**src/rtl/aes_inv_shift_rows_reg.sv**
```systemverilog
// ---------------------------------------------------------------------------
// aes_inv_shift_rows_reg
// Registered AES InvShiftRows stage for the decryption datapath. The 128-bit
// state is viewed column-major (byte k: row k%4, column k/4, byte 0 = MSB).
// Row r is rotated right by r byte positions. The result is held in a single
// output register behind a valid/ready handshake: one cycle of latency and
// one state per cycle of throughput.
//
// Build option: define FWD_SHIFT_ROWS_EN to add an 'inverse' input.
//   inverse = 1 selects InvShiftRows.
//   inverse = 0 selects forward ShiftRows.
// Without the macro, the transform is always InvShiftRows.
//
// Parameters
//   RESET_CLEARS_DATA  1: reset also zeroes state_out
//                      0: reset clears only out_valid
//
// Ports
//   clk        rising-edge clock
//   rst        synchronous active-high reset
//   in_valid   state_in carries a valid state
//   in_ready   stage can accept this cycle (!out_valid || out_ready)
//   state_in   input AES state
//   inverse    (FWD_SHIFT_ROWS_EN only) 1 = inverse, 0 = forward
//   out_valid  state_out holds a valid result
//   out_ready  downstream accepts state_out this cycle
//   state_out  transformed state
// ---------------------------------------------------------------------------
module aes_inv_shift_rows_reg #(
   parameter bit RESET_CLEARS_DATA = 1'b1
) (
   input  logic         clk,
   input  logic         rst,
   input  logic         in_valid,
   output logic         in_ready,
   input  logic [127:0] state_in,
`ifdef FWD_SHIFT_ROWS_EN
   input  logic         inverse,
`endif
   output logic         out_valid,
   input  logic         out_ready,
   output logic [127:0] state_out
);

   // Row r of output column c comes from input column (c - r) mod 4 for the
   // inverse transform, and from (c + r) mod 4 for the forward transform.
   function automatic logic [127:0] shift_rows(input logic [127:0] s,
                                               input logic          inv);
      logic [127:0] res;
      int           src_col;
      res = '0;
      for (int c = 0; c < 4; c++) begin
         for (int r = 0; r < 4; r++) begin
            if (inv) src_col = (c + 4 - r) % 4;
            else     src_col = (c + r) % 4;
            res[127 - 8*(4*c + r) -: 8] = s[127 - 8*(4*src_col + r) -: 8];
         end
      end
      return res;
   endfunction

   logic         inv_sel;
   logic         accept;
   logic         out_valid_d, out_valid_q;
   logic [127:0] state_out_d, state_out_q;

`ifdef FWD_SHIFT_ROWS_EN
   assign inv_sel = inverse;
`else
   assign inv_sel = 1'b1;
`endif

   assign in_ready  = !out_valid_q || out_ready;
   assign accept    = in_valid && in_ready;
   assign out_valid = out_valid_q;
   assign state_out = state_out_q;

   always_comb begin
      out_valid_d = out_valid_q;
      state_out_d = state_out_q;
      if (accept) begin
         // A simultaneous drain is covered here: the new result replaces the old.
         out_valid_d = 1'b1;
         state_out_d = shift_rows(state_in, inv_sel);
      end else if (out_ready) begin
         out_valid_d = 1'b0;
      end
   end

   always_ff @(posedge clk) begin
      if (rst) begin
         out_valid_q <= 1'b0;
         if (RESET_CLEARS_DATA) state_out_q <= '0;
         else                   state_out_q <= state_out_q;
      end else begin
         out_valid_q <= out_valid_d;
         state_out_q <= state_out_d;
      end
   end

endmodule

```
**config.mk**
```make
export PLATFORM = sky130hd
export DESIGN_NAME = aes_inv_shift_rows_reg
export DESIGN_NICKNAME = d
export VERILOG_FILES = /design/src/rtl/aes_inv_shift_rows_reg.sv
export SDC_FILE = /design/constraint.sdc
export NUM_CORES = 1
export LEC_CHECK = 0
export ABC_AREA = 1
export BUFFER_PORTS_ARGS = -buffer_cell sky130_fd_sc_hd__buf_2
export CAP_MARGIN = 10
export CORE_ASPECT_RATIO = 1.2
export CORE_MARGIN = 4
export CORE_UTILIZATION = 48
export DETAILED_ROUTE_END_ITERATION = 7
export HOLD_SLACK_MARGIN = 0.15
export PLACE_DENSITY = 0.81
export SYNTH_ARGS = -nofsm -noshare
export SYNTH_HDL_FRONTEND = slang
export SYNTH_SLANG_ARGS = --single-unit
```
**constraint.sdc**
```tcl
create_clock -name clk -period 1.38 [get_ports clk]
set_input_delay 0.069 -clock clk [delete_from_list [all_inputs] [get_ports clk]]
set_output_delay 0.069 -clock clk [all_outputs]
set_load 0.01 [all_outputs]
```
After elaboration in Yosys (flattened, before gate mapping)
Cells that the tools add are included.
{"block": "word_totals", "reg_bits": 129, "latch_bits": 0, "ramBits": 0, "rom_bits": 0, "input_bits": 132, "output_inout_bits": 130, "wordCells": 56, "mem_count": 0}
{"block": "op_classes", "addsub": 28, "mul": 0, "n_div": 0, "magnitude_cmp": 0, "n_eq_ne": 0, "shift": 16, "mux": 6, "bitwise": 0, "reduce_logical": 4}
{"operator": "135-bit by 32-bit variable part select with 8-bit output", "n": 16}
{"operator": "8-bit by 32-bit subtractor with 32-bit output, first input constant", "n": 16}
{"operator": "29-bit by 3-bit adder with 29-bit output, second input constant", "n": 8}
{"operator": "29-bit by 2-bit adder with 29-bit output, second input constant", "n": 4}
{"operator": "27-bit two-way mux", "n": 4}
{"operator": "1-bit two-way mux", "n": 2}
{"operator": "2-bit nonzero test", "n": 1}
{"operator": "1-bit logical AND", "n": 1}
{"operator": "1-bit zero test", "n": 1}
{"operator": "1-bit logical OR", "n": 1}

Longest topological paths before layout
Gate-level depths: netlist (run 1).
{"block": "depth", "word_depth": 7, "mapped_depth": 7, "mapped_depth_nobuf": 5}

Least setup slack after synthesis (run 1)
Ideal clock, no wire load.
{"block": "synth_path", "path_kind": "flip-flop to flip-flop", "startpoint": "register out_valid_q, in the netlist out_valid", "endpoint": "register state_out_q[100], in the netlist state_out[100]", "setup_ns": 0.115, "t_arrival_ns": 0.936, "t_required_ns": 1.265, "slack_ns": 0.329, "path_stages_with_launch": 6, "path_buffers": 2, "period_less_slack_ns": 1.051, "path_cell_list": "dfxtp_1 > nand2_4 > buf_6 > buf_4 > a21oi_1 > nor2_1"}
{"block": "synth_between", "elab_chain_cells": 3}
{"item": "start, declared", "line": "64", "rtl": "logic out_valid_d, out_valid_q;"}
{"item": "start signal, assigned", "line": "96", "rtl": "out_valid_q <= out_valid_d;"}
{"item": "1-bit zero test", "line": "73", "rtl": "assign in_ready = !out_valid_q || out_ready;"}
{"item": "1-bit logical OR", "line": "73"}
{"item": "1-bit logical AND", "line": "74", "rtl": "assign accept = in_valid && in_ready;"}
{"item": "end signal, assigned", "line": "94", "rtl": "else state_out_q <= state_out_q;"}
{"item": "end signal, assigned", "line": "97", "rtl": "state_out_q <= state_out_d;"}
{"item": "end, declared", "line": "65", "rtl": "logic [127:0] state_out_d, state_out_q;"}
No other way between the ends.
A chain may end at the register's enable or synchronous reset.

Worst setup path after layout (run 1)
{"block": "layout_path", "startpoint": "register out_valid_q, in the netlist out_valid", "endpoint": "output in_ready"}
{"block": "layout_between", "elab_chain_cells": 2}
{"item": "1-bit zero test", "line": "73"}
{"item": "1-bit logical OR", "line": "73"}
{"item": "end, declared", "line": "35", "rtl": "output logic in_ready,"}
No other way between the ends.

==> results of run 1 <==
report_power, final:
part / internal [W] / switching [W]
clock network: 0.00262 / 0.00169
logic: 0.000942 / 0.00104
registers: 0.00402 / 0.000157
total: 0.00758 / 0.00288
final cells by class:
| type | count | area share |
|---|---|---|
| clock buffer | 20 | 0.0518 |
| clock inverter | 12 | 0.0119 |
| tap | 161 | 0.0224 |
| sequential | 129 | 0.287 |
| inverter | 131 | 0.0547 |
| multi-input combinational | 514 | 0.252 |
| timing repair buffer | 411 | 0.321 |
state kept, by name (all words and copies together), names as in the netlist:
name and count:
out_valid 1, state_out 128
routing by layer:
layer  wire [um]  global-route usage  vias to the layer above
li1            -                   -                     3347
met1        7310               0.291                     3087
met2       10100               0.483                      340
met3        1550              0.0856                      112
met4        1270               0.183                        0
met5           0                   0                        -
synthesized netlist by cell type (all sizes together):
cell type    n  area, um2
inv        131        492
nand3      128        641
dfxtp      129       2580
a21oi      129        646
nand2      129        492
nor2       128        480
buf         71        594
cells in the final DEF, fill, tap and decap left out:
| master | n |
|---|---|
| buf_4 | 10 |
| buf_12 | 10 |
| dlygate4sd3_1 | 130 |
| inv_6 | 2 |
| nand2_1 | 128 |
| buf_2 | 260 |
| clkbuf_16 | 17 |
| a21oi_1 | 129 |
| buf_6 | 1 |
| dfxtp_2 | 1 |
| bufinv_16 | 1 |
| inv_1 | 129 |
| dfxtp_1 | 128 |
| clkinvlp_4 | 6 |
| inv_2 | 1 |
| clkinv_2 | 4 |
| clkbuf_8 | 3 |
| nand3_1 | 128 |
| nor2_1 | 128 |
| nand2_8 | 1 |
per-stage QoR:
stage / util / power (W) / hold WS, ns / setup slack, ns / cells
after floorplan: - / 0.00526 / 0.138 / 0.329 / 845
after global placement: 0.589 / 0.00582 / 0.277 / 0.265 / 1217
after detailed placement: 0.589 / 0.00586 / 0.265 / 0.223 / 1217
after CTS: 0.744 / 0.0104 / 0.163 / 0.0884 / 1378
after global routing: 0.744 / 0.0109 / 0.198 / 0.0463 / 1378
final: 0.744 / 0.0105 / 0.183 / 0.104 / 1378
what timing repair did:
| action | 4_1_cts | 5_1_grt |
|---|---|---|
| hold buffers | 130 | 0 |
| hold endpoints to repair | 129 | 0 |
| resized for setup | 1 | 0 |
| endpoints found under the setup margin | 1 | 0 |
critical path: stages (launching register included):
cell and delay (ns):
dfxtp_2 0.35, nand2_8 0.25, buf_2 0.20
cell families (layout without fill, tap and decap cells):
group | after synthesis | count (layout) | synth area share
flip-flops | 129 | 129 | 0.436
AND/OR/NAND/NOR | 385 | 385 | 0.272
AO/OA/AOI/OAI | 129 | 129 | 0.109
buffers and inverters | 202 | 574 | 0.183
worst paths after layout:
path | startpoint | endpoint | cells past startpoint
worst max-delay path | out_valid$_SDFFE_PP0P_ | in_ready | 2
worst min-delay path | out_ready | out_valid$_SDFFE_PP0P_ | 4
worst max register to register | out_valid$_SDFFE_PP0P_ | state_out[78]$_SDFFE_PP0P_ | 4
worst min register to register | state_out[6]$_SDFFE_PP0P_ | state_out[6]$_SDFFE_PP0P_ | 2
==> reports/summary.log, run 1 <==
qor: setup_path.worst_ep_arrival_time 1.21 ns
qor: place.place.port_buffers 261
qor: sta.final_period_minus_worst_setup_slack 1.28 ns
qor: clocking.cts-buffers-inserted 17
qor: final_layout.n_antenna_cell 0
qor: sta.timing.final.setup_violations 0
qor: die.dieArea 14200 um2
qor: die.fp.coreArea 12100 um2
qor: power.ir_worst_vdd 846 uV
qor: final_layout.final-seq-area 2580 um2
qor: global_route.grt_overflow 0
qor: logic_synthesis.seq_area_frac_synth 0.436
qor: power.power_per_cell_area 1160 nW/um2
qor: die.die_h 130 um
qor: routing.drt_pre_antenna_iters 5
qor: clocking.cts_buffer_depth 2
qor: setup_path.ff2ff_setup_slack 0.11 ns
qor: logic_synthesis.postSynthRegisterBits 129
qor: clocking.clk_root_buffer_cell clkbuf_16
qor: clocking.clkTransAtPathRegs 0.06 ns
qor: routing.post_drt_via_cell_ratio 5.00
qor: clocking.postCtsSetupBuffers 0
qor: setup_path.critical_path.endpoint_type primary output
qor: sta.worst_slew_margin_rel 0.776
qor: sta.period_utilisation_layout 0.925
qor: die.die_width 109 um
qor: die.num_io_pins 262
qor: clocking.cts_tree built
qor: run_status.outcome complete, no violations
qor: sta.clock.fmax 0.784 GHz
qor: clocking.clock-sinks 129
qor: sta.tightestPinTransition 0.336 ns
qor: logic_synthesis.syn_area 5930 um2
qor: place.gp_routability_congestion 0.824
qor: setup_path.criticalPathCategory reg -> out
qor: routing.wire_per_inst 14.7 um
qor: routing.detailroute.via_count 6886
qor: global_route.grt_max_degree 74
qor: min_path.worstHoldPathType in -> reg
qor: die.std_cell_rows 44
qor: final_layout.multiInputGateArea 2270 um2
qor: logic_synthesis.post_synth_cell_types 11
qor: global_route.antenna_found_initial 0
qor: final_layout.fin_area 9010 um2
qor: clocking.clock_tree.htree_level_count 4
qor: power.leakage 4.97 nW
qor: routing.detail-route-antenna-nets 0
qor: final_layout.fillerInstances 839
qor: sta.setup_tns 0 ns
qor: logic_synthesis.syn-num-nets 977
qor: logic_synthesis.synthesis.area_per_instance 7.01 um2
qor: setup_path.crit_path_start_kind flop
qor: clocking.worst_skew_pair.late_latency 0.40 ns
qor: place.dp_hpwl 11000 um
qor: final_layout.areaGrowthSynthToFinish 52.0%
qor: sta.hold_violations 0
qor: place.dpl_cell_area 7140 um2
qor: run.max_cap_viol_count 0
qor: final_layout.share_of_post_route_cells_with_drive_strength_above_1 0.260
qor: global_route.globalRouteTotalUtil 0.280
qor: logic_synthesis.synthesis.instances 845
qor: routing.drt_iter0_drc 508
qor: setup_path.crit_required 1.31 ns
qor: routing.drt_wl_total 20200 um
qor: setup_path.maximum_fanout_encountered_on_the_critical_timing_path 41
qor: global_route.via_count_of_the_first_global_routing_pass 6620
qor: sta.rsz0062_at_grt false
qor: sta.final_max_slew_viol_count 0
qor: die.initial_core_util 0.489
qor: global_route.grt_first_pass_wirelength 31600 um
qor: routing.post_detailed_route_drc_marker_count 0
qor: logic_synthesis.yosys_warnings 0
qor: final_layout.finish.net_count 1336
qor: sta.fin_worst_skew 0.00731 ns
Note: power is estimated with default switching activity, not from simulation.
==> run 2, diff against run 1 <==
--- a/config.mk
+++ b/config.mk
@@ -9,7 +9,7 @@
 export BUFFER_PORTS_ARGS = -buffer_cell sky130_fd_sc_hd__buf_2
 export CAP_MARGIN = 10
 export CORE_ASPECT_RATIO = 1.2
-export CORE_MARGIN = 4
+export CORE_MARGIN = 3
 export CORE_UTILIZATION = 48
 export DETAILED_ROUTE_END_ITERATION = 7
 export HOLD_SLACK_MARGIN = 0.15
==> run 2 against run 1 <==
Net effect:
- sequential power barely moved
- largest cell class unchanged
- clock power is 6.0% higher
- die area decreased by 3.3%
- via count rose by 0.29%
- final area is 1.0% higher
==> reports/summary.log, run 2 (synthesis gave the netlist of run 1 again) <==
qor: final_layout.finish.net_count 1340
qor: sta.fin_worst_skew 0.0134 ns
qor: routing.drt_iter0_drc 602
qor: global_route.globalRouteTotalUtil 0.283
qor: die.die_width 107 um
qor: power.leakage 5.03 nW
qor: clocking.clkTransAtPathRegs 0.06 ns
qor: sta.final_period_minus_worst_setup_slack 1.32 ns
qor: global_route.antenna_found_initial 1
qor: power.ir_worst_vdd 979 uV
qor: final_layout.multiInputGateArea 2280 um2
qor: setup_path.critical_path.reg2reg.endpoint out_valid$_SDFFE_PP0P_
qor: final_layout.areaGrowthSynthToFinish 53.5%
qor: global_route.grt_max_degree 78
qor: sta.worst_slew_margin_rel 0.754
qor: clocking.clock-sinks 129
qor: setup_path.crit_path_start_kind flop
qor: setup_path.worst_ep_arrival_time 1.66 ns
qor: sta.setup_tns 0 ns
qor: clocking.clk_root_buffer_cell clkbuf_16
qor: power.power_per_cell_area 1180 nW/um2
qor: final_layout.layout_commonest_cell buf_2
qor: setup_path.crit_path_start out_valid$_SDFFE_PP0P_
qor: run.max_cap_viol_count 0
qor: sta.tightestPinTransition 0.367 ns
qor: sta.rsz0062_at_grt false
qor: place.place.port_buffers 261
qor: die.initial_core_util 0.501
qor: final_layout.fin_area 9100 um2
qor: place.dpl_cell_area 7120 um2
qor: sta.period_utilisation_layout 0.954
qor: run_status.outcome complete, no violations
qor: min_path.worst_hold_path.num_cells 5
qor: clocking.worst_skew_pair.late_latency 0.40 ns
qor: sta.final_max_slew_viol_count 0
qor: die.num_io_pins 262
qor: place.gp_routability_congestion 0.829
qor: setup_path.maximum_fanout_encountered_on_the_critical_timing_path 17
qor: routing.detail-route-antenna-nets 0
qor: min_path.worstHoldPathType in -> reg
qor: final_layout.fillerInstances 784
qor: setup_path.criticalPathCategory reg -> reg
qor: routing.wire_per_inst 15.1 um
qor: clocking.clock_tree.htree_level_count 4
qor: clocking.cts_buffer_depth 2
qor: setup_path.critical_path.endpoint_type flop
qor: sta.timing.final.setup_violations 0
qor: final_layout.share_of_post_route_cells_with_drive_strength_above_1 0.255
qor: die.fp.coreArea 11800 um2
qor: final_layout.largest_register_ff_count 128
qor: routing.post_detailed_route_drc_marker_count 0
qor: routing.post_drt_via_cell_ratio 5.02
qor: global_route.grt_first_pass_wirelength 31100 um
qor: sta.hold_violations 0
qor: setup_path.worst_setup_path_endpoint out_valid$_SDFFE_PP0P_
qor: setup_path.worstReg2RegStart out_valid$_SDFFE_PP0P_
qor: routing.drt_wl_total 20700 um
qor: final_layout.final-seq-area 2590 um2
qor: clocking.cts_tree built
qor: die.dieArea 13700 um2
qor: sta.finalWorstSetupSlack 0.0629 ns
qor: global_route.grt_overflow 0
qor: setup_path.ff2ff_setup_slack 0.06 ns
qor: routing.drt_pre_antenna_iters 5
qor: clocking.cts-buffers-inserted 17
qor: routing.detailroute.via_count 6906
qor: setup_path.crit_required 1.72 ns
qor: sta.clock.fmax 0.759 GHz
qor: final_layout.layout_common_cells 260 x buf_2, 136 x dlygate4sd3_1, 129 x a21oi_1, 129 x inv_1
qor: setup_path.ff2ff_path_depth 3
qor: place.dp_hpwl 10600 um
qor: global_route.via_count_of_the_first_global_routing_pass 6571
qor: die.std_cell_rows 43
qor: place.dp_slack 0.218 ns
qor: die.die_h 128 um
qor: power.fin_total_pwr 0.0108 W
run 2: worst min path at each step:
stage,start,to,slack (ns)
final,out_ready,state_out[119]$_SDFFE_PP0P_,0.21
after global routing,in_valid,state_out[56]$_SDFFE_PP0P_,0.22
after CTS,in_valid,state_out[2]$_SDFFE_PP0P_,0.12
after detailed placement,rst,out_valid$_SDFFE_PP0P_,0.27
after global placement,rst,out_valid$_SDFFE_PP0P_,0.27
after floorplan,rst,out_valid$_SDFFE_PP0P_,0.14
run 2: layout make-up:
class,count,area share
diodes,2,0.000550
inverters,131,0.0542
clock inverters,5,0.0113
multi-input cells,515,0.250
well taps,157,0.0216
repair buffers,414,0.323
clock buffers,23,0.0547
flip-flops and latches,129,0.284
run 2: routing by layer:
metal | vias up | wire, um | global-route usage
met5 | - | 7 | 0
met4 | 2 | 1330 | 0.184
met1 | 3074 | 7400 | 0.294
li1 | 3356 | - | -
met3 | 112 | 1630 | 0.0887
met2 | 362 | 10400 | 0.491
run 2: per-stage QoR:
| step | hold slack (ns) | std cells | util |
|---|---|---|---|
| finish | 0.209 | 1376 | 0.769 |
| global route | 0.223 | 1374 | 0.768 |
| CTS | 0.118 | 1367 | 0.762 |
| detailed placement | 0.266 | 1210 | 0.602 |
| global placement | 0.270 | 1210 | 0.602 |
| floorplan | 0.138 | 845 | - |
run 2: timing repair:
item / CTS / global route
gates cloned: 0 / 1
hold buffers: 130 / 6
endpoints found under the setup margin: 1 / 1
gates resized for setup: 1 / 1
endpoints found under the hold margin: 129 / 6
pin swaps: 0 / 1
setup buffers: 0 / 0
run 2: worst max-delay path: stages, from the launching register on:
cell and delay (ns):
dfxtp_4 0.40, nand2_8 0.13, a21oi_1 0.16, dlygate4sd3_1 0.56
run 2: report_power, final:
| group | internal, W | total, W | switching (W) |
|---|---|---|---|
| Sequential | 0.00402 | 0.00418 | 0.000156 |
| Combinational | 0.000953 | 0.00201 | 0.00105 |
| Clock | 0.00304 | 0.00457 | 0.00153 |
| Total | 0.00801 | 0.0108 | 0.00274 |
